### src/rtl/ram_access_controller.sv
// ----------------------------------------------------------------------------
// ram_access_controller
//
// Owns the single write/address port of the program RAM and shares it
// between three requesters, highest priority first:
//   1. the internal boot sequencer, which copies one program ROM image into
//      RAM word by word,
//   2. manual programming from the board switches (one word per button press),
//   3. the running CPU (zero-latency passthrough).
// The CPU is held off the bus during loads and manual programming and is
// released with a one-cycle reset pulse after a load.
//
// Ports:
//   clk, rst_n                 system clock, asynchronous active-low reset
//   enable_bootloader          board input; rising edge starts a load
//   bootloader_switches        program select, latched when a load starts
//   ram_mode                   board input; 1 selects manual programming
//   ram_pulse                  debounced pushbutton; one write per rising edge
//   mar_switches, ram_switches manual address / data
//   cpu_addr, cpu_wdata, cpu_we  CPU side of the RAM port
//   rom_addr / rom_data        program ROM, {prog, idx}; data 1 cycle later
//   ram_addr, ram_wdata, ram_we  RAM write/address port
//   cpu_hold                   freezes the CPU clock enable
//   cpu_reset                  one-cycle CPU reset request after a load
//   boot_busy, boot_done       load in progress / load complete
// ----------------------------------------------------------------------------
module ram_access_controller #(
    parameter int ADDR_WIDTH     = 4,
    parameter int DATA_WIDTH     = 8,
    parameter int PROG_SEL_WIDTH = 4,
    parameter int SYNC_STAGES    = 2   // must be at least 2
) (
    input  logic                               clk,
    input  logic                               rst_n,
    input  logic                               enable_bootloader,
    input  logic [PROG_SEL_WIDTH-1:0]          bootloader_switches,
    input  logic                               ram_mode,
    input  logic                               ram_pulse,
    input  logic [ADDR_WIDTH-1:0]              mar_switches,
    input  logic [DATA_WIDTH-1:0]              ram_switches,
    input  logic [ADDR_WIDTH-1:0]              cpu_addr,
    input  logic [DATA_WIDTH-1:0]              cpu_wdata,
    input  logic                               cpu_we,
    output logic [PROG_SEL_WIDTH+ADDR_WIDTH-1:0] rom_addr,
    input  logic [DATA_WIDTH-1:0]              rom_data,
    output logic [ADDR_WIDTH-1:0]              ram_addr,
    output logic [DATA_WIDTH-1:0]              ram_wdata,
    output logic                               ram_we,
    output logic                               cpu_hold,
    output logic                               cpu_reset,
    output logic                               boot_busy,
    output logic                               boot_done
);

    localparam logic [ADDR_WIDTH-1:0] IDX_LAST = '1;

    typedef enum logic [2:0] {
        ST_RUN,
        ST_MANUAL,
        ST_BOOT_FETCH,
        ST_BOOT_WRITE,
        ST_BOOT_HOLD
    } state_e;

    // Board-input synchronizers; the oldest stage is the synchronized value.
    logic [SYNC_STAGES-1:0] enable_sync_q, enable_sync_d;
    logic [SYNC_STAGES-1:0] mode_sync_q,   mode_sync_d;
    logic [SYNC_STAGES-1:0] pulse_sync_q,  pulse_sync_d;
    logic                   enable_s, ram_mode_s, ram_pulse_s;

    // Edge-detect history. Resetting these to 0 makes a level that is already
    // high at reset release look like a rising edge.
    logic enable_prev_q, enable_prev_d;
    logic pulse_prev_q,  pulse_prev_d;
    logic enable_rise, pulse_rise;

    state_e                                state_q, state_d;
    logic [ADDR_WIDTH-1:0]                 idx_q, idx_d;
    logic [ADDR_WIDTH-1:0]                 idx_inc;
    logic [PROG_SEL_WIDTH-1:0]             prog_q, prog_d;
    logic [PROG_SEL_WIDTH+ADDR_WIDTH-1:0]  rom_addr_q, rom_addr_d;
    logic                                  cpu_reset_q, cpu_reset_d;
    logic                                  load_start;
    logic                                  ram_we_int;

    assign enable_s    = enable_sync_q[SYNC_STAGES-1];
    assign ram_mode_s  = mode_sync_q[SYNC_STAGES-1];
    assign ram_pulse_s = pulse_sync_q[SYNC_STAGES-1];

    assign enable_rise = enable_s & ~enable_prev_q;
    assign pulse_rise  = ram_pulse_s & ~pulse_prev_q;
    assign idx_inc     = idx_q + 1'b1;

    always_comb begin
        // NOTE: every variable gets a default before the case statement so no
        // path leaves one unassigned, which would otherwise infer a latch.
        enable_sync_d = {enable_sync_q[SYNC_STAGES-2:0], enable_bootloader};
        mode_sync_d   = {mode_sync_q[SYNC_STAGES-2:0], ram_mode};
        pulse_sync_d  = {pulse_sync_q[SYNC_STAGES-2:0], ram_pulse};
        enable_prev_d = enable_s;
        pulse_prev_d  = ram_pulse_s;

        state_d     = state_q;
        idx_d       = idx_q;
        prog_d      = prog_q;
        rom_addr_d  = rom_addr_q;
        cpu_reset_d = 1'b0;
        load_start  = 1'b0;

        ram_addr    = idx_q;
        ram_wdata   = rom_data;
        ram_we_int  = 1'b0;

        unique case (state_q)
            ST_RUN: begin
                ram_addr   = cpu_addr;
                ram_wdata  = cpu_wdata;
                ram_we_int = cpu_we;
                if (enable_rise) begin
                    load_start = 1'b1;
                end else if (ram_mode_s) begin
                    state_d = ST_MANUAL;
                end
            end

            ST_MANUAL: begin
                ram_addr  = mar_switches;
                ram_wdata = ram_switches;
                // A load request wins; a pulse edge in the same cycle is dropped.
                if (enable_rise) begin
                    load_start = 1'b1;
                end else begin
                    ram_we_int = pulse_rise;
                    if (!ram_mode_s) begin
                        state_d = ST_RUN;
                    end
                end
            end

            ST_BOOT_FETCH: begin
                // rom_addr already holds {prog, idx}; the ROM word appears next cycle.
                state_d = ST_BOOT_WRITE;
            end

            ST_BOOT_WRITE: begin
                ram_we_int = 1'b1;
                if (idx_q == IDX_LAST) begin
                    state_d = ST_BOOT_HOLD;
                end else begin
                    idx_d      = idx_inc;
                    rom_addr_d = {prog_q, idx_inc};
                    state_d    = ST_BOOT_FETCH;
                end
            end

            ST_BOOT_HOLD: begin
                if (!enable_s) begin
                    cpu_reset_d = 1'b1;
                    state_d     = ram_mode_s ? ST_MANUAL : ST_RUN;
                end
            end

            default: begin
                state_d = ST_RUN;
            end
        endcase

        // The ROM address is registered on entry to the first fetch so the
        // word is already on rom_data when the matching write cycle arrives.
        if (load_start) begin
            prog_d     = bootloader_switches;
            idx_d      = '0;
            rom_addr_d = {bootloader_switches, {ADDR_WIDTH{1'b0}}};
            state_d    = ST_BOOT_FETCH;
        end
    end

    always_ff @(posedge clk or negedge rst_n) begin
        // NOTE: sequential state uses non-blocking assignments so every flop
        // samples its _d value from before this edge, independent of order.
        if (!rst_n) begin
            enable_sync_q <= '0;
            mode_sync_q   <= '0;
            pulse_sync_q  <= '0;
            enable_prev_q <= 1'b0;
            pulse_prev_q  <= 1'b0;
            state_q       <= ST_RUN;
            idx_q         <= '0;
            prog_q        <= '0;
            rom_addr_q    <= '0;
            cpu_reset_q   <= 1'b0;
        end else begin
            enable_sync_q <= enable_sync_d;
            mode_sync_q   <= mode_sync_d;
            pulse_sync_q  <= pulse_sync_d;
            enable_prev_q <= enable_prev_d;
            pulse_prev_q  <= pulse_prev_d;
            state_q       <= state_d;
            idx_q         <= idx_d;
            prog_q        <= prog_d;
            rom_addr_q    <= rom_addr_d;
            cpu_reset_q   <= cpu_reset_d;
        end
    end

    // The RUN passthrough is combinational, so the write strobe is gated by
    // reset directly to keep the RAM safe while rst_n is low.
    assign ram_we    = ram_we_int & rst_n;
    assign rom_addr  = rom_addr_q;
    assign cpu_reset = cpu_reset_q;
    assign cpu_hold  = (state_q != ST_RUN);
    assign boot_busy = (state_q == ST_BOOT_FETCH) || (state_q == ST_BOOT_WRITE);
    assign boot_done = (state_q == ST_BOOT_HOLD);

endmodule

### config.mk
export PLATFORM = sky130hd
export DESIGN_NAME = ram_access_controller
export DESIGN_NICKNAME = d
export VERILOG_FILES = /design/src/rtl/ram_access_controller.sv
export SDC_FILE = /design/constraint.sdc
export NUM_CORES = 1
export LEC_CHECK = 0
export BUFFER_PORTS_ARGS = -buffer_cell sky130_fd_sc_hd__buf_2
export CAP_MARGIN = 30
export CELL_PAD_IN_SITES_DETAIL_PLACEMENT = 1
export CELL_PAD_IN_SITES_GLOBAL_PLACEMENT = 1
export CORE_MARGIN = 2
export CORE_UTILIZATION = 33
export DETAILED_ROUTE_END_ITERATION = 8
export GPL_ROUTABILITY_DRIVEN = 0
export PLACE_DENSITY = 0.85
export SETUP_SLACK_MARGIN = 0.2
export SLEW_MARGIN = 20
export SYNTH_ARGS = -nofsm -noshare
export SYNTH_HDL_FRONTEND = slang
export SYNTH_SLANG_ARGS = --single-unit
### constraint.sdc
create_clock -name clk -period 4.1 [get_ports clk]
set_input_delay 0.205 -clock clk [delete_from_list [all_inputs] [get_ports clk]]
set_output_delay 0.205 -clock clk [all_outputs]
set_load 0.005 [all_outputs]
==> flow_summary.json, run 1 <==
{
  "grt_first_pass_wirelength_mm": 5.181,
  "power_density_nw_per_um2": 630.4,
  "fin_total_pwr_mw": 1.037,
  "status": "finished, final reports clean",
  "final.setup.worst_slack_ns": 2.166,
  "crit_path_end_kind": "primary output",
  "drcViolationCount": 0,
  "rows": 22,
  "cp_max_fo": 26,
  "rrSetupSlack_ns": 2.35,
  "fp.dieW_um": 64.90,
  "fmax_mhz": 517.2,
  "start_util_pct": 33.93,
  "required_ns": 3.89,
  "yosysWarningCount": 0,
  "synth_edf_count": 0,
  "ys_types": 27,
  "core_area_um2": 3606,
  "most-common-layout-cells": "buf_2 (66), nand2_1 (36), dfrtp_1 (24)",
  "post-cts-setup-buffers": 0,
  "ios": 67,
  "hpwl_mm": 2.470,
  "drtIter0Drc": 44,
  "final_max_slew_viol_count": 0,
  "die-area_um2": 4211,
  "synthesis.nets": 172,
  "clockBufferDepth": 2,
  "clockRootBuffer": "clkbuf_8",
  "fin_skew_ns": 0.001929,
  "r2r_end": "rom_addr[3]",
  "avgViaCountPerCell": 4.834,
  "grt_usage_pct": 16.16,
  "hp-class": "in2reg",
  "cts.sinks": 24,
  "worstSetupStartpointType": "register",
  "wl_per_cell_um": 13.32,
  "vias": 1165,
  "timing.final.crit_share_pct": 47.16,
  "avgSynthCellArea_um2": 9.486,
  "drt-total-wl_mm": 3.209,
  "syn_to_final_growth_pct": 34.46,
  "numPortBuffers": 66,
  "postCtsResizedCells": 0,
  "worstReg2RegStart": "state_q[0]",
  "leakage_nw": 0.9057,
  "final_nets": 237,
  "min_from": "ram_pulse",
  "ys_async_sr_fraction_pct": 100.0,
  "hold_end": "pulse_sync_q[0]",
  "clkTransAtPathRegs_ns": 0.08,
  "synth_seq_cells": 24,
  "arrival_ns": 1.73,
  "rsz0062_at_grt": "false",
  "first_pass_iters": 4,
  "setup_viol_count_final": 0,
  "period_minus_slack_ns": 1.934,
  "cap_violations": 0,
  "max-vdd-ir-drop_mv": 0.1963,
  "die_h_um": 64.90,
  "hold_depth": 1,
  "final_common_cell": "buf_2",
  "final_cell_area_um2": 1645,
  "slew_headroom_pct": 46.96,
  "clk_latency_ns": 0.27,
  "cts_buffers": 3,
  "grt_max_degree": 27,
  "syn_area_um2": 1224,
  "setup-tns-final_ns": 0,
  "h-tree-depth": 1,
  "ant_nets": 0,
  "synth_ff_type": "dfrtp_1",
  "worst_r2r_path_depth": 3,
  "antenna_found_initial": 0,
  "netlist_instances": 129,
  "max_slew.worst_pin.slew_ns": 0.7956,
  "hold_viol": 0,
  "place_area_um2": 1564,
  "worstSetupPathType": "reg2out",
  "antenna_cells": 0,
  "grt_overflow": 0,
  "synth-seq-area-share_pct": 49.08,
  "pre_cts_slack_ns": 2.338,
  "final_layout_size_suffix_gt1_share_pct": 38.86,
  "whs_ns": 0.03339,
  "grt_pass1_vias": 1182,
  "cts_tree": "built"
}
[what timing repair did]
item | in CTS | in global routing
hold endpoints to repair | 24 | 0
setup endpoints to repair | 0 | 0
hold buffers | 1 | 0
[how the worst max path moves through the flow]
stage | from | endpoint | slack (ns) | cells past startpoint
global route | state_q[1] | ram_wdata[1] | 1.96 | 4
finish | state_q[1] | ram_wdata[2] | 2.17 | 3
floorplan | idx_q[0] | rom_addr[3] | 2.71 | 6
detailed placement | state_q[0] | rom_addr[3] | 2.34 | 3
global placement | state_q[0] | rom_addr[3] | 2.40 | 3
CTS | state_q[1] | ram_wdata[2] | 2.12 | 3
[registers in the layout, summed over array words and instances, names as in the netlist]
signal         count
pulse_prev_q       1
mode_sync_q        2
cpu_reset          1
idx_q              3
pulse_sync_q       2
enable_prev_q      1
enable_sync_q      2
state_q            3
prog_q             4
rom_addr           5
[critical path: stages (launching register included)]
cell     delay, ns
dfrtp_1       0.45
or2_1         0.61
o21ai_0       0.22
buf_2         0.17
[kinds of logic (layout without fill, tap and decap cells)]
group	count (synthesis)	in the layout	synth area share [%]
simple gates	64	64	25.67
flops	24	24	49.08
compound gates	17	17	7.567
mux	14	14	11.45
buf+inv	8	72	4.499
fa+ha+maj	1	1	1.022
xor+xnor	1	1	0.7159
[synthesized netlist by cell type, drive strengths merged (2+ instances only)]
cell type | number | area share [%]
a21oi | 2 | 0.82
buf | 7 | 4.1
dfrtp | 24 | 49
mux2i | 14 | 11
nand2 | 36 | 11
nand2b | 4 | 3.3
nand3 | 10 | 4.1
nand4 | 2 | 1.5
nor2 | 4 | 1.2
nor2b | 2 | 1.2
o21ai | 13 | 5.3
[power breakdown]
| group | switching (mW) | total (mW) | internal (mW) | leakage (nW) |
|---|---|---|---|---|
| Sequential | 0.0979 | 0.405 | 0.307 | 0.292 |
| Clock | 0.0780 | 0.209 | 0.131 | 0.0357 |
| Combinational | 0.213 | 0.423 | 0.211 | 0.578 |
[metrics by stage]
stage                     cells  utilization, %
after floorplan             129               -
after global placement      236           43.37
after detailed placement    236           43.37
after CTS                   241           45.63
after global routing        241           45.63
final                       241           45.63
[final cells by class]
class | instances | area [µm²]
fillers | 458 | 1961
flip-flops and latches | 24 | 600.6
multi-input cells | 97 | 568.0
repair buffers | 67 | 340.3
well taps | 48 | 60.06
clock buffers | 3 | 41.29
clock inverters | 1 | 30.03
inverters | 1 | 5.005
[metal layers]
metal  global-route usage (%)  up-vias  share of wire, %
li1                         -      561                 -
met1                    16.92      537                41
met2                    29.12       62                46
met3                    3.819        5                11
met4                    9.574        0               2.4
met5                        0        -                 0
No activity file was read; power rests on OpenSTA's default activity.
==> inputs of run 2 (changes only) <==
CORE_UTILIZATION = 31   (was 33)
PLACE_DENSITY = 0.8   (was 0.85)
clock period = 1.9 ns   (was 4.1 ns; I/O delays follow)
==> flow_summary.json, run 2 (synthesized netlist as in run 1, its figures left out) <==
{
  "required_ns": 1.80,
  "cts_tree": "built",
  "worstReg2RegStart": "idx_q[0]",
  "cts.sinks": 24,
  "max-vdd-ir-drop_mv": 0.6758,
  "fin_skew_ns": 0.007199,
  "final_max_slew_viol_count": 0,
  "hold_depth": 3,
  "clkTransAtPathRegs_ns": 0.09,
  "pre_cts_slack_ns": 0.3229,
  "final.setup.worst_slack_ns": 0.2942,
  "grt_usage_pct": 15.37,
  "first_pass_iters": 4,
  "cts_buffers": 3,
  "syn_to_final_growth_pct": 40.39,
  "grt_first_pass_wirelength_mm": 5.264,
  "clk_latency_ns": 0.27,
  "cp_max_fo": 18,
  "fp.dieW_um": 66.83,
  "timing.final.crit_share_pct": 84.52,
  "worst_r2r_path_depth": 5,
  "antenna_cells": 0,
  "grt_overflow": 0,
  "hpwl_mm": 2.436,
  "start_util_pct": 32.93,
  "die-area_um2": 4466,
  "crit_path_end_kind": "primary output",
  "core_area_um2": 3716,
  "cap_violations": 0,
  "avgViaCountPerCell": 4.807,
  "final_nets": 245,
  "clockRootBuffer": "clkbuf_8",
  "setup-tns-final_ns": 0,
  "vias": 1197,
  "worstSetupPathType": "reg2out",
  "clockBufferDepth": 2,
  "die_h_um": 66.83,
  "hold_end": "prog_q[1]",
  "most-common-layout-cells": "buf_2 (66), nand2_1 (36), dfrtp_1 (22)",
  "max_slew.worst_pin.slew_ns": 0.3396,
  "r2r_end": "rom_addr[3]",
  "ios": 67,
  "numPortBuffers": 66,
  "fmax_mhz": 622.7,
  "ant_nets": 0,
  "slew_headroom_pct": 77.36,
  "period_minus_slack_ns": 1.606,
  "final_common_cell": "buf_2",
  "largest_reg_flops": 5,
  "final_core_util_pct": 46.23,
  "status": "finished, final reports clean",
  "min_from": "bootloader_switches[1]",
  "rrSetupSlack_ns": 0.31,
  "final_layout_size_suffix_gt1_share_pct": 41.29,
  "grt_max_degree": 25,
  "setup_viol_count_final": 0,
  "drcViolationCount": 0,
  "arrival_ns": 1.51,
  "rows": 22,
  "h-tree-depth": 1,
  "drtIter0Drc": 18,
  "antenna_found_initial": 0,
  "hold_viol": 0,
  "worstSetupStartpointType": "register",
  "leakage_nw": 0.9426,
  "drt-total-wl_mm": 3.216,
  "wl_per_cell_um": 12.92,
  "rsz0062_at_grt": "false",
  "hp-class": "in2reg",
  "grt_pass1_vias": 1203,
  "power_density_nw_per_um2": 1334
}
==> run 2: how the worst max path moves through the flow <==
stage | slack (ns) | cells past startpoint | start | to
after global routing | 0.19 | 4 | state_q[2] | ram_wdata[5]
after floorplan | 0.51 | 6 | idx_q[0] | rom_addr[3]
final | 0.29 | 4 | state_q[2] | ram_wdata[3]
after CTS | 0.24 | 4 | state_q[1] | ram_wdata[3]
after global placement | 0.41 | 5 | idx_q[0] | rom_addr[3]
after detailed placement | 0.32 | 5 | idx_q[0] | rom_addr[3]
==> run 2: area by class of cell <==
| type | instances | area, µm² |
|---|---|---|
| Clock buffer | 3 | 41.29 |
| Clock inverter | 1 | 30.03 |
| Fill cell | 457 | 1998 |
| Inverter | 1 | 5.005 |
| Multi-Input combinational cell | 97 | 570.5 |
| Sequential cell | 24 | 603.1 |
| Tap cell | 48 | 60.06 |
| Timing Repair Buffer | 75 | 407.9 |
==> run 2: through the flow <==
stage	area, µm²	hold WS, ns	std cells	total power [mW]
2_1_floorplan	1224	-0.2006	129	1.471
3_3_place_gp	1587	0.1298	239	1.813
3_5_place_dp	1587	0.1328	239	1.840
4_1_cts	1700	0.03846	247	2.309
5_1_grt	1718	0.05898	249	2.519
6_report	1718	0.04000	249	2.292
==> run 2: metal layers <==
layer / share of wire (%) / track usage (%) / vias to the layer above
met5: 0 / 0 / -
met1: 40 / 17.30 / 567
met3: 9.7 / 2.872 / 3
met4: 0.72 / 3.827 / 0
li1: - / - / 577
met2: 50 / 29.38 / 50
==> run 2: critical path: stages (launching register included) <==
cell	delay (ns)
dfrtp_1	0.42
or2_4	0.31
buf_4	0.20
o21ai_0	0.18
buf_2	0.14
==> run 2: report_power, final <==
| part | switching (mW) | internal (mW) |
|---|---|---|
| Clock | 0.162 | 0.282 |
| Sequential | 0.125 | 0.667 |
| Combinational | 0.556 | 0.501 |
| Total | 0.843 | 1.45 |
==> run 2: repair_timing <==
item	4_1_cts	5_1_grt
setup buffers	0	2
setup endpoints to repair	9	8
hold buffers	4	0
endpoints found under the hold margin	27	0
gates resized for setup	1	4
==> inputs of run 3 (changes only) <==
ABC_AREA = 1   (was not set)
CORE_UTILIZATION = 27   (was 31)
PLACE_DENSITY = 0.77   (was 0.8)
clock period = 1.35 ns   (was 1.9 ns; I/O delays follow)
==> flow_summary.json, run 3 <==
{
  "violations": "setup timing",
  "r2r_end": "rom_addr[7]",
  "synth.area.top_cells": "dfrtp_1 (48%), nand2_1 (21%), nand3_1 (6.5%)",
  "ant_nets": 0,
  "synth_seq_cells": 24,
  "syn_area_um2": 1240,
  "yosysWarningCount": 0,
  "power_density_nw_per_um2": 2005,
  "cp-endpoint": "ram_wdata[7]",
  "rsz0062_at_grt": "true",
  "synthTopCellsByCount": "nand2_1 (70), dfrtp_1 (24), nand3_1 (16)",
  "grt_first_pass_wirelength_mm": 7.100,
  "worst-path-stages": 8,
  "grt_max_degree": 25,
  "fin_skew_ns": 0.007381,
  "antenna_found_initial": 0,
  "largest_reg_flops": 5,
  "status": "finished, violations left",
  "first_pass_iters": 4,
  "avgSynthCellArea_um2": 7.798,
  "core_area_um2": 4384,
  "drtIter0Drc": 51,
  "vias": 1479,
  "yosysTopAreaCell": "dfrtp_1",
  "final_cell_area_um2": 2216,
  "p_clk_share_pct": 14.2,
  "cp_max_fo": 3,
  "grt_usage_pct": 17.51,
  "final.setup.worst_slack_ns": -0.2011,
  "worstSetupPathType": "reg2out",
  "hold_viol": 0,
  "synth_top_area_share_pct": 48.44,
  "crit_path_end_kind": "primary output",
  "netlist_instances": 159,
  "cp.buffers_inverters": 4,
  "worstReg2RegStart": "state_q[2]",
  "max_slew.worst_pin.slew_ns": 0.3101,
  "worst_r2r_path_depth": 10,
  "sequentialPowerShare_pct": 23.7,
  "rows": 24,
  "most-common-layout-cells": "buf_2 (64), nand2_1 (59), dfrtp_1 (23)",
  "drt-total-wl_mm": 4.585,
  "path_cells": "nor2_4 -> inv_4 -> nor2_4 -> buf_4 -> buf_6 -> nand2_1 -> nand3_1 -> buf_2",
  "clockBufferDepth": 2,
  "rrSetupSlack_ns": -0.18,
  "grt_pass1_vias": 1519,
  "crit_top_cell": "nor2_4",
  "ys_async_sr_fraction_pct": 100.0,
  "timing.final.crit_share_pct": 114.9,
  "p_comb_share_pct": 62.1,
  "die-area_um2": 5150,
  "max-vdd-ir-drop_mv": 0.8823,
  "h-tree-depth": 1,
  "clockRootBuffer": "clkbuf_8",
  "drcViolationCount": 0,
  "cap_violations": 0,
  "pre_cts_slack_ns": -0.001680,
  "final_common_cell": "buf_2",
  "slowest_stage": "dfrtp_1",
  "stdcell_count": 319,
  "place_inst": 287,
  "cts_buffers": 3,
  "startpoint": "state_q[2]",
  "grt_overflow": 0,
  "clk_latency_ns": 0.27,
  "setup_viol_count_final": 29,
  "ys_types": 19,
  "synth_ff_type": "dfrtp_1",
  "wl_per_cell_um": 14.37,
  "die_h_um": 71.77,
  "leakage_nw": 1.192,
  "cts.sinks": 24,
  "hpwl_mm": 2.945,
  "p_switching_mw": 1.750,
  "cts_tree": "built",
  "hold_depth": 3,
  "p_sw_share_pct": 39.39,
  "avgViaCountPerCell": 4.636,
  "place_area_um2": 1734,
  "fin_total_pwr_mw": 4.443,
  "start_util_pct": 28.28,
  "ios": 67,
  "syn_to_final_growth_pct": 78.71,
  "synth_edf_count": 0,
  "final_nets": 311,
  "synth-seq-area-share_pct": 48.44,
  "antenna_cells": 0,
  "max_stage_delay_ns": 0.43,
  "arrival_ns": 1.48,
  "final_max_slew_viol_count": 0,
  "p_int_mw": 2.693,
  "worstSetupStartpointType": "register",
  "fmax_mhz": 644.7,
  "slew_headroom_pct": 79.31,
  "fp.dieW_um": 71.77,
  "final_layout_size_suffix_gt1_share_pct": 54.68,
  "numPortBuffers": 66,
  "path_delay_family": "flip-flops",
  "final_core_util_pct": 50.54,
  "required_ns": 1.28,
  "clkTransAtPathRegs_ns": 0.09,
  "whs_ns": 0.01664,
  "setup-tns-final_ns": -3.743,
  "hp-class": "in2reg",
  "yosysMostFrequentCell": "nand2_1",
  "synthesis.nets": 202,
  "period_minus_slack_ns": 1.551
}
## run 3: cell families after synthesis
group	Yosys count	share of synthesized area (%)
AO/OA/AOI/OAI	11	6.761
adder cells (fa/ha/maj)	1	1.009
buffers and inverters	20	7.669
flip-flops	24	48.44
AND/OR/NAND/NOR	103	36.13
## run 3: worst register-to-register path: stages (launching register included)
cell	delay (ns)
dfrtp_1	0.43
nor2_4	0.20
buf_4	0.14
buf_6	0.09
buf_6	0.11
nand2_8	0.07
inv_8	0.09
nor2_4	0.05
buf_4	0.15
nand2_1	0.05
nand2_1	0.05
## run 3: area by class of cell
cell class              instances  area [µm²]
flip-flops and latches         24       601.8
multi-input cells             115       659.4
clock inverters                 1       30.03
repair buffers                106       729.5
well taps                      52       65.06
clock buffers                   3       41.29
fillers                       555        2168
inverters                      17       81.33
repair inverters                1       7.507
## run 3: repair_timing
action / 4_1_cts / 5_1_grt
gates resized for setup: 17 / 36
hold buffers: 4 / 0
gates cloned: 2 / 0
buffers inserted: 14 / 8
pin swaps: 6 / 10
setup endpoints to repair: 30 / 32
hold endpoints to repair: 27 / 0
## run 3: how the worst min path moves through the flow
stage / start / endpoint / slack, ns
after floorplan: rst_n / cpu_reset / -0.23
after global placement: rst_n / enable_sync_q[0] / 0.08
after detailed placement: rst_n / enable_sync_q[0] / 0.09
after CTS: bootloader_switches[0] / prog_q[0] / 0.01
after global routing: bootloader_switches[2] / prog_q[2] / 0.03
final: bootloader_switches[0] / prog_q[0] / 0.02
## run 3: metal layers
metal,wire length [µm],track usage (%)
met1,1759,20.11
met5,0,0
met3,361,3.657
met2,2357,32.61
met4,108,4.822
## run 3: power groups by stage
stage                     Clock (mW)  Sequential (mW)  Combinational [mW]
after global routing           0.668             1.07                3.07
after CTS                      0.646             1.02                2.31
after global placement             0             1.03                1.88
after detailed placement           0             1.05                1.92
final                          0.629             1.05                2.76
after floorplan                    0             1.06                1.07
